## config.mk

```make
export PLATFORM = sky130hd
export DESIGN_NAME = demux8_dispatch_flat
export DESIGN_NICKNAME = d
export VERILOG_FILES = /design/src/rtl/demux8_dispatch_if.sv /design/src/rtl/demux8_dispatch.sv /design/src/flat_wrapper.sv
export SDC_FILE = /design/constraint.sdc
export NUM_CORES = 1
export LEC_CHECK = 0
export BUFFER_PORTS_ARGS = -buffer_cell sky130_fd_sc_hd__buf_2
export CAP_MARGIN = 10
export CORE_UTILIZATION = 45
export CTS_CLUSTER_SIZE = 30
export DETAILED_ROUTE_END_ITERATION = 8
export GPL_TIMING_DRIVEN = 0
export PLACE_DENSITY = 0.78
export SYNTH_ARGS = -nofsm -noshare
export SYNTH_HDL_FRONTEND = slang
export SYNTH_SLANG_ARGS = --single-unit
export TNS_END_PERCENT = 10
```

## constraint.sdc

```tcl
create_clock -name clk -period 3.6 [get_ports clk]
set_clock_uncertainty 0.15 [all_clocks]
set_input_delay 0 -clock clk [delete_from_list [all_inputs] [get_ports clk]]
set_output_delay 0 -clock clk [all_outputs]
set_load 0.02 [all_outputs]
```

## src/rtl/demux8_dispatch_if.sv

```systemverilog
// Producer/consumer bus of the 1-to-8 dispatcher.
// DEMUX8_BCAST_EN adds the in_bcast request line.
interface demux8_dispatch_if #(
    parameter int WIDTH = 32
);
    logic             in_valid;
    logic             in_ready;
    logic [WIDTH-1:0] in_data;
    logic [2:0]       in_dest;
`ifdef DEMUX8_BCAST_EN
    logic             in_bcast;
`endif
    logic [WIDTH-1:0] out_data;
    logic [7:0]       out_valid;
    logic [7:0]       out_ready;

`ifdef DEMUX8_BCAST_EN
    modport master (output in_valid, in_data, in_dest, in_bcast, out_ready,
                    input  in_ready, out_data, out_valid);
    modport slave  (input  in_valid, in_data, in_dest, in_bcast, out_ready,
                    output in_ready, out_data, out_valid);
`else
    modport master (output in_valid, in_data, in_dest, out_ready,
                    input  in_ready, out_data, out_valid);
    modport slave  (input  in_valid, in_data, in_dest, out_ready,
                    output in_ready, out_data, out_valid);
`endif
endinterface

```

## src/rtl/demux8_dispatch.sv

```systemverilog
// Registered 1-to-8 dispatcher behind a 2-entry FIFO; outputs depend only on state.
// DEMUX8_BCAST_EN enables broadcast entries delivered to all eight channels.
module demux8_dispatch #(
    parameter int WIDTH = 32
) (
    input  logic               clk,
    input  logic               rst,
    demux8_dispatch_if.slave   bus,
    output logic [1:0]         occupancy
);
    typedef struct packed {
`ifdef DEMUX8_BCAST_EN
        logic             bcast;
`endif
        logic [2:0]       dest;
        logic [WIDTH-1:0] data;
    } entry_t;

    entry_t     mem [2];
    logic       wr_ptr;
    logic       rd_ptr;
    logic [1:0] count;
    entry_t     head;
    entry_t     wr_entry;
    logic       push;
    logic       pop;
    logic [7:0] fire;
`ifdef DEMUX8_BCAST_EN
    logic [7:0] done_mask;
`endif

    assign head         = mem[rd_ptr];
    assign bus.in_ready = (count != 2'd2);
    assign occupancy    = count;
    assign push         = bus.in_valid & bus.in_ready;
    assign fire         = bus.out_valid & bus.out_ready;

    always_comb begin
        wr_entry      = '0;
        wr_entry.dest = bus.in_dest;
        wr_entry.data = bus.in_data;
`ifdef DEMUX8_BCAST_EN
        wr_entry.bcast = bus.in_bcast;
`endif
    end

    // Broadcast heads offer every channel not yet served and retire once all eight have taken it.
    always_comb begin
        bus.out_valid = 8'h00;
        bus.out_data  = '0;
        pop           = |fire;
        if (count != 2'd0) begin
            bus.out_valid = 8'b1 << head.dest;
            bus.out_data  = head.data;
`ifdef DEMUX8_BCAST_EN
            if (head.bcast) begin
                bus.out_valid = ~done_mask;
                pop           = ((done_mask | fire) == 8'hFF);
            end
`endif
        end
    end

    always_ff @(posedge clk) begin
        if (rst) begin
            wr_ptr <= 1'b0;
            rd_ptr <= 1'b0;
            count  <= 2'd0;
            mem[0] <= '0;
            mem[1] <= '0;
`ifdef DEMUX8_BCAST_EN
            done_mask <= 8'h00;
`endif
        end else begin
            if (push) begin
                mem[wr_ptr] <= wr_entry;
                wr_ptr      <= ~wr_ptr;
            end
            if (pop)
                rd_ptr <= ~rd_ptr;
            case ({push, pop})
                2'b10:   count <= count + 2'd1;
                2'b01:   count <= count - 2'd1;
                default: count <= count;
            endcase
`ifdef DEMUX8_BCAST_EN
            done_mask <= pop ? 8'h00 : (done_mask | fire);
`endif
        end
    end
endmodule

```

## src/flat_wrapper.sv

```systemverilog
// flat-port wrapper written by rule: the top's interface ports become plain ports
module demux8_dispatch_flat 
#(
    parameter int WIDTH = 32
)
  (clk, rst, occupancy, bus_in_valid, bus_in_data, bus_in_dest, bus_out_ready, bus_in_ready, bus_out_data, bus_out_valid);
  demux8_dispatch_if #(.WIDTH(WIDTH)) bus_i ();
  input  logic clk;
  input  logic rst;
  output logic [1:0] occupancy;
  input wire logic [$bits(bus_i.in_valid)-1:0] bus_in_valid;
  input wire logic [$bits(bus_i.in_data)-1:0] bus_in_data;
  input wire logic [$bits(bus_i.in_dest)-1:0] bus_in_dest;
  input wire logic [$bits(bus_i.out_ready)-1:0] bus_out_ready;
  output wire logic [$bits(bus_i.in_ready)-1:0] bus_in_ready;
  output wire logic [$bits(bus_i.out_data)-1:0] bus_out_data;
  output wire logic [$bits(bus_i.out_valid)-1:0] bus_out_valid;
  assign bus_i.in_valid = bus_in_valid;
  assign bus_i.in_data = bus_in_data;
  assign bus_i.in_dest = bus_in_dest;
  assign bus_i.out_ready = bus_out_ready;
  assign bus_in_ready = bus_i.in_ready;
  assign bus_out_data = bus_i.out_data;
  assign bus_out_valid = bus_i.out_valid;
  demux8_dispatch #(.WIDTH(WIDTH)) u_core (.clk(clk), .rst(rst), .bus(bus_i), .occupancy(occupancy));
endmodule
```

After elaboration in Yosys (flattened, before gate mapping)
Memory sizes are Yosys's and may differ from the RTL's. A register that Yosys moved wholly into a read port is not among the register bits.
Cells that the tools add are included.

word-level totals
  logic and storage cells = 31
  output and inout bits = 43
  memory bits (writable) = 70
  memories = 1
  input port bits = 46
  register bits after elaboration = 4

operators by class
  $add $sub $neg = 2
  reductions and logical operators = 4
  equal/unequal tests = 3
  bitwise gates (word level) = 4
  shift-type cells = 1
  multiplexer cells = 13

memories
  name        depth  width  rd ports  clocked after Yosys merged registers in  wr ports  RTL line               text
  u_core.mem  2      35     1         1                                        2         demux8_dispatch.sv:19  entry_t mem [2];

operators by type and width
  cell                   count
  $mux W35               1
  $reduce_or A35 Y1      1
  $mux W32               1
  $mux W1                9
  $and A8 B8 Y8          1
  $mux W8                1
  $reduce_or A8 Y1       1
  $shl A1 B3 Y8 const A  1
  $pmux W2 S2            1
  $reduce_bool A2 Y1     2
  $add A2 B1 Y2 const B  1
  $eq A2 B1 Y1 const B   1
  $eq A2 B2 Y1 const B   1
  $ne A2 B2 Y1 const B   1
  $not A1 Y1             2
  $sub A2 B1 Y2 const B  1
  $and A1 B1 Y1          1

Depth between registers and ports, before layout
Gate-level depths: netlist (run 1).

  depth after elaboration = 7
  gate-level depth with buffers = 8
  depth with buffers taken out = 7

Worst setup path after synthesis (run 1)
No wires, ideal clock.

  path kind = register to register
  start point = reg u_core.count[0], in the netlist u_core.occupancy[0]
  end point = mem u_core.mem[0][0] in the netlist's numbering (enable)
  path buffers = 1
  period minus slack after synthesis = 3.376 ns
  cell stages (with the launch flop) = 5
  data arrival time = 2.791 ns
  required time = 3.015 ns
  path slack = 0.224 ns
  library setup time = 0.435 ns
  path through = dfxtp_1 > clkbuf_1 > nand2b_1 > nand2_1 > o21bai_1

RTL lines
  item                    RTL line               text
  from (decl)             demux8_dispatch.sv:22  logic [1:0] count;
  from (signal assigned)  demux8_dispatch.sv:82  2'b10: count <= count + 2'd1;
  from (signal assigned)  demux8_dispatch.sv:83  2'b01: count <= count - 2'd1;
  from (signal assigned)  demux8_dispatch.sv:84  default: count <= count;
  to (decl)               demux8_dispatch.sv:19

==> impl_results.md, run 1 <==
- Die Ht: ~90 um
- Worst EP required: approximately 3.4 ns
- CP Max Fanout: 35
- Fraction of layout cells with a size suffix above 1: about 28%
- Fin nets: 451
- Worst-skew pair later-pin latency: 0.34 ns
- Worst rel slew slack: a little over a third
- Post-synthesis simple-gate area fraction: just under 20%
- Die width: around 90 um
- DP Cell Count: between 400 and 500
- Sequential area share after synthesis: 63.20%
- Initial antenna violation count: 0
- Largest net degree at the start of global routing: 36
- Iteration-0 DRC Markers: 95
- Syn Nets: 316
- Core ar.: approximately 7400 um^2
- Max-slew violations: 0
- Starting Density: a little under half
- Commonest non-fill, non-tap cell in the layout: buf_2
- Number of core rows: 31
- Cell family with most CP delay: simple AND/OR/NAND/NOR gates
- Die ar.: about 8000 um^2
- Num CTS Buffers: 9
- Finished Layout Cells: approximately 500
- Worst Slack Setup Final: roughly 0.80 ns
- Maxcap violations: 0
- Routability Congestion: approximately 0.73
- IO buf count: 87
- Root Buffer: clkbuf_8
- Seq cells post-synth: 75
- Xor/xnor cell area share of the yosys netlist: less than 1%
- Clock sinks: 75
- Hold Crit Class: in2reg
- Syn avg cell area: about 13 um^2
- Worst-path cell chain: clkbuf_1, nand2b_1, nand2_1, nor3b_2, or2_2
- Fmax: between 300 and 400 MHz
- Mux contribution to synthesized area: 13.29%
- HPWL Detailed: approximately 4600 um
- Clk pin slew, worst setup/hold paths: approximately 0.070 ns
- Final Util: between 60% and 70%
- Worst vdd ir: around 0.31 mV
- Critical path class: reg2reg
- Worst path slowest cell: or2_2
- Routed Antenna Nets: 0
- Post-layout min period: 2.795 ns
- Synth unique cells: 25
- Compound-gate portion of the synthesized area: under 10%
- Final setup fails: 0
- Via count: about 2400
- DRT Wirelength: between 7000 and 8000 um
- Setup TNS: 0 ns
- Power density cells: 639.8 nW/um^2
- First-pass GRT wire length: around 12000 um
- Run status: finished clean
- DRC viols: 0
- Yosys warning count: 0
- Syn-to-layout area delta: 32.71%
- CP bufs+invs: 1
- Max clock buf depth: 2
- Synth Area in Adders: 0.3591%
- Placement Cell Area: 4083 um^2
- Tot GR Track Use: 18.72%
- First-pass detailed-route iteration total: 5
- CTS tree: built
- Cts repair resizes: 0
- Final Instance Area: 4624 um^2
- N_diodes: 0
- Slowest cell delay on critical path: around 0.80 ns
- Pre-CTS WS: 0.7130 ns
- Most frequent cells in the layout: 87 x buf_2, 70 x and2_1, 70 x edfxtp_1
- Vias in the first global route: between 2000 and 2500
- Post-Syn Area: ~3500 um^2
- Worst Setup End Kind: register
- Post-Syn Instances: 269
- RSZ-0062 raised after global routing: no
- Startpoint Class: register
- Routed WL per cell: 14.12 um
- Slew at the pin with the worst max-slew slack: between 0.9 and 1 ns
- Pleak: between 1.5 and 2 nW
- Gr ovfl total: 0
- CTS H-tree depth: 3
- IO Pins: 89
- Main combinational cell family by area after synthesis: simple AND/OR/NAND/NOR gates
- WP data arrival: between 2 and 3 ns
- Final hold vios: 0
- Tcrit/Tclk final: 77.64%
- Via density: between 4 and 5
==> worst register-to-register path, stage by stage (launching register included) <==
cell and delay (ns):
dfxtp_1 0.32, clkbuf_1 0.23, nand2b_1 0.16, nand2_1 0.19, nor3b_2 0.54, or2_2 0.80
==> logic make-up after synthesis <==
group / Yosys count
adders and majority gates: 1
buffers and inverters: 15
and+or+nand+nor: 127
xor gates and xnor gates: 3
AOI/OAI and AO/OA: 6
DFF: 75
muxes: 42
==> flip-flops by register name (all words and copies together) (netlist names), named ones only <==
register          cells
u_core.mem           70
u_core.occupancy      2
u_core.wr_ptr         1
u_core.rd_ptr         1
==> Yosys cell counts <==
| master | number | area (um^2) |
|---|---|---|
| nand2b_1 | 1 | 6.260 |
| dfxtp_1 | 5 | 100.1 |
| mux2_4 | 3 | 45.04 |
| clkbuf_1 | 12 | 45.04 |
| o21ai_0 | 3 | 15.01 |
| edfxtp_1 | 70 | 2102 |
| mux4_2 | 2 | 45.04 |
| or2_2 | 1 | 6.260 |
| buf_1 | 2 | 7.510 |
| mux2_2 | 2 | 22.52 |
| xnor2_1 | 1 | 8.760 |
| buf_6 | 1 | 11.26 |
| nor3b_2 | 1 | 12.51 |
| a22o_4 | 1 | 17.52 |
| nor2b_1 | 1 | 6.260 |
| xor2_1 | 2 | 17.52 |
| and2_1 | 70 | 437.9 |
| ha_1 | 1 | 12.51 |
| mux2i_1 | 35 | 350.3 |
| a21oi_1 | 1 | 5.000 |
| o21bai_1 | 1 | 7.510 |
| or3_1 | 1 | 6.260 |
| nor3_1 | 1 | 5.000 |
| nor2_1 | 46 | 172.7 |
| nand2_1 | 5 | 18.77 |
==> timing repair <==
action                                  4_1_cts  5_1_grt
endpoints found under the setup margin        0        0
hold endpoints to repair                     73        0
buffers inserted                              0        0
hold buffers                                 36        0
==> routing by layer <==
metal  vias up  GRT usage [%]  wire length, um
met4         0          8.468              132
met5         -              0                0
met3        11          4.822              301
li1       1199              -                -
met2        65          33.78             3707
met1      1165          20.68             3017
==> stage by stage <==
step / hold WS [ns] / total power [mW]
finish: 0.04804 / 2.959
global route: 0.09289 / 3.131
CTS: 0.03726 / 2.978
detailed placement: 0.1405 / 2.343
global placement: 0.1356 / 2.303
floorplan: 0.04815 / 2.002
==> cell type report <==
| class | count | area (um^2) |
|---|---|---|
| Buffer | 15 | 63.81 |
| Fill cell | 617 | 2745 |
| Sequential cell | 75 | 2202 |
| Clock inverter | 6 | 57.56 |
| Clock buffer | 9 | 123.9 |
| Tap cell | 99 | 123.9 |
| Timing Repair Buffer | 124 | 823.3 |
| Multi-Input combinational cell | 179 | 1230 |
==> power by group <==
| part | leakage (nW) | internal, mW | total (mW) | switching (mW) |
|---|---|---|---|---|
| registers | 0.783 | 1.13 | 1.19 | 0.0560 |
| logic | 1.05 | 0.459 | 1.16 | 0.701 |
| clock network | 0.0862 | 0.310 | 0.610 | 0.300 |
| total | 1.92 | 1.90 | 2.96 | 1.06 |
==> path summary, 6_finish.rpt <==
kind	from	to	slack, ns	cells past startpoint
max	u_core.occupancy[0]	u_core.mem[1][3]	0.80	5
min	bus_in_valid	u_core.wr_ptr	0.05	4
max reg2reg	u_core.occupancy[0]	u_core.mem[1][3]	0.80	5
min reg2reg	u_core.occupancy[1]	u_core.occupancy[1]	0.41	2
Note: power is estimated with default switching activity, not from simulation.
==> inputs of run 2 (changes only) <==
Settings changed: ABC_AREA set to 1, PLACE_DENSITY 0.78 to 0.81.
Clock period 3.6 ns to 2.5 ns, I/O delays scaled along.
==> run 2 against run 1 <==
Effect of this change:
- sequential power increased by 36%
- combinational power increased by 29%
- register-to-register slack got worse by 0.50 ns
- hold slack got worse by 0.028 ns
- highest routed layer unchanged
- critical path depth increased by 2
- non-clock buffer count increased by 4
- critical endpoint is now u_core.mem[0][6]
- power increased by 40%
- sequential share of layout area decreased by 0.27 points
- via count increased by 19%
- utilization increased by 0.36 points
==> impl_results.md, run 2 <==
- HPWL Detailed: 5019 um (+10%)
- Run status: finished clean
- Number of enable flip-flop cells after synthesis: 70 (unchanged)
- Reg2reg setup slack: 0.31 ns (-0.50 ns)
- Routability Congestion: 0.8203 (+13%)
- Vias in the first global route: 2789 (+12%)
- Setup TNS: 0 ns (unchanged)
- Num CTS Buffers: 9 (unchanged)
- Synth unique cells: 21 (-16%)
- WP data arrival: 2.03 ns (-0.58 ns)
- Most numerous cell in the Yosys netlist: nand2_1
- Die ar.: 8074 um^2 (-0.31%)
- Post-CTS Setup Bufs: 0 (unchanged)
- Die width: 89.86 um (-0.16%)
- Tcrit/Tclk final: 87.75% (+10 points)
- CTS H-tree depth: 3 (unchanged)
- Worst-skew pair later-pin latency: 0.34 ns (about the same)
- Post-Syn Instances: 380 (+41%)
- Hold Crit Class: in2reg
- Routed WL per cell: 12.62 um (-11%)
- Area occupied by multi-input gates: 1016 um^2 (-17%)
- RR Startpoint: u_core.occupancy[0]
- Starting Density: 47.13% (-0.15 points)
- Most frequent cells after synthesis: 92 x nand2_1, 86 x nor2_1, 70 x edfxtp_1
- Syn-to-layout area delta: 33.90%
- Routed Antenna Nets: 0 (unchanged)
- Pleak: 2.185 nW (+14%)
- First-pass detailed-route iteration total: 4 (-1)
- DRC viols: 0 (unchanged)
- Max clock buf depth: 2 (unchanged)
- Max FFs per register: 70 (unchanged)
- Synth area leaders: edfxtp_1 61%, nand2_1 9.9%, nor2_1 9.3%
- Commonest non-fill, non-tap cell in the layout: buf_2
- Fin nets: 564 (+25%)
- End of the worst register-to-register path: u_core.mem[0][6]
- Clk pin slew, worst setup/hold paths: 0.08 ns (about the same)
- Hold Path Origin: bus_out_ready[0]
- Startpoint Class: register
- CP Max Fanout: 35 (unchanged)
- Sequential area share after synthesis: 63.40% (+0.20 points)
- Post-layout min period: 2.194 ns (-0.6014 ns)
- Power density cells: 889.9 nW/um^2 (+39%)
- DRT Wirelength: 7835 um (+9.5%)
- Max-slew violations: 0 (unchanged)
- First-pass GRT wire length: 12650 um (+9.5%)
- Worst EP required: 2.34 ns (-1.07 ns)
- Min Hold Slack: 0.02025 ns (-0.02779 ns)
- Iteration-0 DRC Markers: 162 (+71%)
- Yosys top cell area share: 60.52% (+0.20 points)
- IO buf count: 88 (+1.1%)
- Final Util: 63.11% (+0.36 points)
- Seq cells post-synth: 75 (unchanged)
- IO Pins: 89 (unchanged)
- Share of synthesized registers carrying an async set or reset: 0% (unchanged)
- Worst vdd ir: 0.4249 mV (+37%)
- Number of core rows: 31 (unchanged)
- Gr ovfl total: 0 (unchanged)
- Synth Flop Type: edfxtp_1
- Worst Setup End Kind: register
- Initial antenna violation count: 0 (unchanged)
- Syn avg cell area: 9.140 um^2 (-29%)
- Final hold vios: 0 (unchanged)
- Hold path endpoint: u_core.rd_ptr
- Post-Syn Area: 3473 um^2 (-0.32%)
- Root Buffer: clkbuf_8
- Worst rel slew slack: 66.81% (+31 points)
- Tot GR Track Use: 20.07% (+1.3 points)
- WHS Path Cells: 7 (+3)
- Die Ht: 89.86 um (-0.16%)
- Fillcell total: 624 (+1.1%)
- N_diodes: 0 (unchanged)
- Final setup fails: 0 (unchanged)
- Fmax: 455.8 MHz (+27%)
- Core ar.: 7370 um^2 (unchanged)
- Slew at the pin with the worst max-slew slack: 0.4979 ns (-0.4623 ns)
- Most frequent cells in the layout: 91 x buf_2, 90 x nand2_1, 86 x nor2_1
- Largest Register: u_core.mem
- Fraction of layout cells with a size suffix above 1: 23.56% (-4.1 points)
- CTS tree: built
- Overall Power: 4.139 mW (+40%)
- Cell taking the most area after synthesis: edfxtp_1
- Yosys warning count: 0 (unchanged)
- Via count: 2895 (+19%)
- Seq. cell area: 2202 um^2 (unchanged)
- RSZ-0062 raised after global routing: no
- Syn Nets: 427 (+35%)
- Largest net degree at the start of global routing: 36 (unchanged)
- Maxcap violations: 0 (unchanged)
- R2R depth: 7 (+2)
- Critical path class: reg2reg
- Clock sinks: 75 (unchanged)
- Via density: 4.662 (-3.1%)
[run 2: cell types whose count changed after synthesis, sizes merged, moves of 34 or more]
cell	before	now
nand2	5	95
nor2	46	92
inv	0	50
and2	70	0
a21oi	1	35
mux2i	35	0
[run 2: cell families after synthesis]
kind of cell / after synthesis / share of synthesized area [%]
AOI/OAI and AO/OA: 36 / 5.187
adders and majority gates: 1 / 0.3602
DFF: 75 / 63.40
buffers and inverters: 68 / 7.781
and+or+nand+nor: 200 / 23.27
[run 2: layout make-up]
type | count | area share, %
Inverter | 51 | 4.116
Timing Repair Buffer | 126 | 17.65
Clock inverter | 7 | 1.991
Sequential cell | 75 | 47.35
Clock buffer | 9 | 2.663
Multi-Input combinational cell | 237 | 21.85
Tap cell | 99 | 2.663
Buffer | 17 | 1.722
[run 2: through the flow]
step / cell area, um^2 / instances / worst slack (ns)
3_5_place_dp: 4043 / 567 / 0.01297
5_1_grt: 4651 / 621 / 0.1490
3_3_place_gp: 4040 / 567 / -0.4374
2_1_floorplan: 3476 / 380 / 0.009225
4_1_cts: 4644 / 621 / 0.02558
6_report: 4651 / 621 / 0.3062
[run 2: repair_timing]
action	in CTS	in global routing
resized for setup	1	3
hold buffers	38	0
setup endpoints to repair	35	60
hold endpoints to repair	74	0
[run 2: worst max-delay path by stage]
stage | start | endpoint
final | u_core.occupancy[0] | u_core.mem[0][6]
after global routing | u_core.occupancy[0] | u_core.mem[0][18]
after floorplan | u_core.occupancy[0] | u_core.mem[1][0]
after global placement | u_core.occupancy[1] | u_core.mem[1][17]
after detailed placement | u_core.occupancy[1] | u_core.mem[1][17]
after CTS | u_core.occupancy[0] | u_core.mem[0][18]
[run 2: layer usage]
| layer | vias up | track usage (%) | wire, um |
|---|---|---|---|
| met3 | 13 | 3.723 | 372 |
| li1 | 1475 | - | - |
| met4 | 0 | 8.199 | 131 |
| met5 | - | 0 | 0 |
| met2 | 91 | 35.90 | 3961 |
| met1 | 1316 | 23.76 | 3370 |
[run 2: worst max-delay path, cell delays in order, from the launching register on]
cell     delay, ns
dfxtp_1       0.45
inv_2         0.07
nand2_2       0.09
nand2_1       0.10
nor2_1        0.14
nand2_2       0.16
buf_2         0.25
nand2_4       0.40
[run 2: where the power goes]
group	internal [mW]	leakage [nW]	switching (mW)
clock	0.558	0.103	0.451
sequential	1.56	0.774	0.0676
combinational	0.465	1.31	1.04
total	2.58	2.18	1.56
==> inputs of run 3 (changes only) <==
Settings changed: GPL_ROUTABILITY_DRIVEN set to 0, PLACE_DENSITY 0.81 to 0.72.
==> run 3 against run 2 <==
Effect of this change:
- combinational power barely moved
- first-iteration DRC count rose by 3.1%
- setup slack got worse by 0.044 ns
- utilization did not move
- global-route usage rose by 0.72 points
- design area did not move
- routed wire length rose by 2.2%
- non-clock buffer count rose by 1
- critical endpoint is now u_core.mem[0][20]
- largest power group unchanged
==> impl_results.md, run 3 (synthesis results as in run 2) <==
- Run status: finished clean
- Tot GR Track Use: 20.78% (+0.72 points)
- Worst Slack Setup Final: 0.2618 ns (-0.04436 ns)
- Worst EP required: 2.33 ns (about the same)
- Worst Setup End Kind: register
- Largest net degree at the start of global routing: 36 (unchanged)
- Max clock buf depth: 2 (unchanged)
- Maxcap violations: 0 (unchanged)
- Final hold vios: 0 (unchanged)
- Syn-to-layout area delta: 33.90% (unchanged)
- Core ar.: 7370 um^2 (unchanged)
- HPWL Detailed: 5007 um (-0.25%)
- Fin nets: 565 (+0.18%)
- Worst vdd ir: 0.4530 mV (+6.6%)
- Slew at the pin with the worst max-slew slack: 0.5487 ns (+0.05082 ns)
- Most frequent cells in the layout: 91 x buf_2, 90 x nand2_1, 86 x nor2_1
- Largest Register: u_core.mem
- Iteration-0 DRC Markers: 167 (+3.1%)
- DRT Wirelength: 8008 um (+2.2%)
- Slowest cell delay on critical path: 0.46 ns (about the same)
- IO buf count: 88 (unchanged)
- Worst path slowest cell: dfxtp_1
- Worst rel slew slack: 63.42% (-3.4 points)
- Pleak: 2.185 nW (about the same)
- Routed Antenna Nets: 0 (unchanged)
- CP Max Fanout: 35 (unchanged)
- Num CTS Buffers: 9 (unchanged)
- First-pass GRT wire length: 13010 um (+2.8%)
- Hold Path Origin: bus_out_ready[4]
- Worst-skew pair later-pin latency: 0.34 ns (about the same)
- Top cell by count, worst path: nand2_2
- Post-layout min period: 2.238 ns (+0.04436 ns)
- Routed WL per cell: 12.87 um (+2.0%)
- Starting Density: 47.13% (unchanged)
- N_diodes: 0 (unchanged)
- Max FFs per register: 70 (unchanged)
- IO Pins: 89 (unchanged)
- Die Ht: 89.86 um (unchanged)
- First-pass detailed-route iteration total: 4 (unchanged)
- Critical path class: reg2reg
- Final Util: 63.11% (unchanged)
- Commonest non-fill, non-tap cell in the layout: buf_2
- WP data arrival: 2.07 ns (+0.04 ns)
- Die width: 89.86 um (unchanged)
- Pre-CTS WS: 0.006023 ns (-0.006946 ns)
- Critical path origin: u_core.occupancy[0]
- CTS tree: built
- Final setup fails: 0 (unchanged)
- Gr ovfl total: 0 (unchanged)
- Vias in the first global route: 2916 (+4.6%)
- Fmax: 446.8 MHz (-2.0%)
- Clock sinks: 75 (unchanged)
- Number of core rows: 31 (unchanged)
- Startpoint Class: register
- RR Startpoint: u_core.occupancy[0]
- Root Buffer: clkbuf_8
- Worst-path cell chain: inv_2, nand2_2, nand2_1, nor2_1, nand2_2, buf_2, nand2_4
- Clk pin slew, worst setup/hold paths: 0.08 ns (about the same)
- Max-slew violations: 0 (unchanged)
- Die ar.: 8074 um^2 (unchanged)
- RSZ-0062 raised after global routing: no
- CTS H-tree depth: 3 (unchanged)
- Fraction of layout cells with a size suffix above 1: 22.94% (-0.62 points)
- Via density: 4.672 (+0.22%)
- Initial antenna violation count: 0 (unchanged)
- DRC viols: 0 (unchanged)
- Hold Crit Class: in2reg
- Tcrit/Tclk final: 89.53% (+1.8 points)
- Via count: 2906 (+0.38%)
- Power density cells: 886.6 nW/um^2 (-0.37%)
- Fillcell total: 615 (-1.4%)
## run 3: critical path, delay by kind of cell, from the launching register on
kind | cells | cell delay (ns)
and+or+nand+nor | 5 | 0.90
buffers and inverters | 2 | 0.34
DFF | 1 | 0.46
## run 3: worst paths after layout
path,end,cells past startpoint,slack (ns)
setup / recovery,u_core.mem[0][20],7,0.26
hold / removal,register,7,0.01
setup reg to reg,u_core.mem[0][20],7,0.26
hold reg to reg,u_core.wr_ptr,2,0.37
## run 3: routing by layer
layer | up-vias | track usage, % | wire (um)
li1 | 1478 | - | -
met1 | 1340 | 23.85 | 3333
met2 | 80 | 38.21 | 4222
met3 | 8 | 4.061 | 355
met4 | 0 | 7.796 | 97
met5 | - | 0 | 0
## run 3: where the power goes
part	total [mW]	leakage, nW	switching [mW]	internal (mW)
Combinational	1.51	1.31	1.04	0.467
Sequential	1.62	0.774	0.0662	1.56
Clock	0.989	0.101	0.435	0.554
## run 3: timing repair
action,4_1_cts,5_1_grt
endpoints found under the hold margin,74,0
setup endpoints to repair,35,35
cloned,0,0
hold buffers,39,0
resized for setup,1,1
buffers inserted,0,0
## run 3: final cells by class
cell class	instances	area [um^2]	area share [%]
flip-flops and latches	75	2202	47.35
multi-input cells	237	1016	21.85
repair buffers	127	830.8	17.86
inverters	51	191.4	4.116
clock buffers	10	127.6	2.744
well taps	99	123.9	2.663
clock inverters	6	80.08	1.722
plain buffers	17	78.83	1.695
## run 3: metrics by stage
step | hold WS [ns] | cell area [um^2] | total power, mW | TNS (ns) | cells
after detailed placement | 0.04019 | 4043 | 3.118 | 0 | 567
after floorplan | -0.07260 | 3476 | 2.650 | 0 | 380
after global placement | 0.03997 | 4040 | 3.081 | -18.27 | 567
after CTS | 0.0002588 | 4646 | 4.135 | 0 | 622
after global routing | 0.04937 | 4651 | 4.371 | 0 | 622
final | 0.01047 | 4651 | 4.123 | 0 | 622
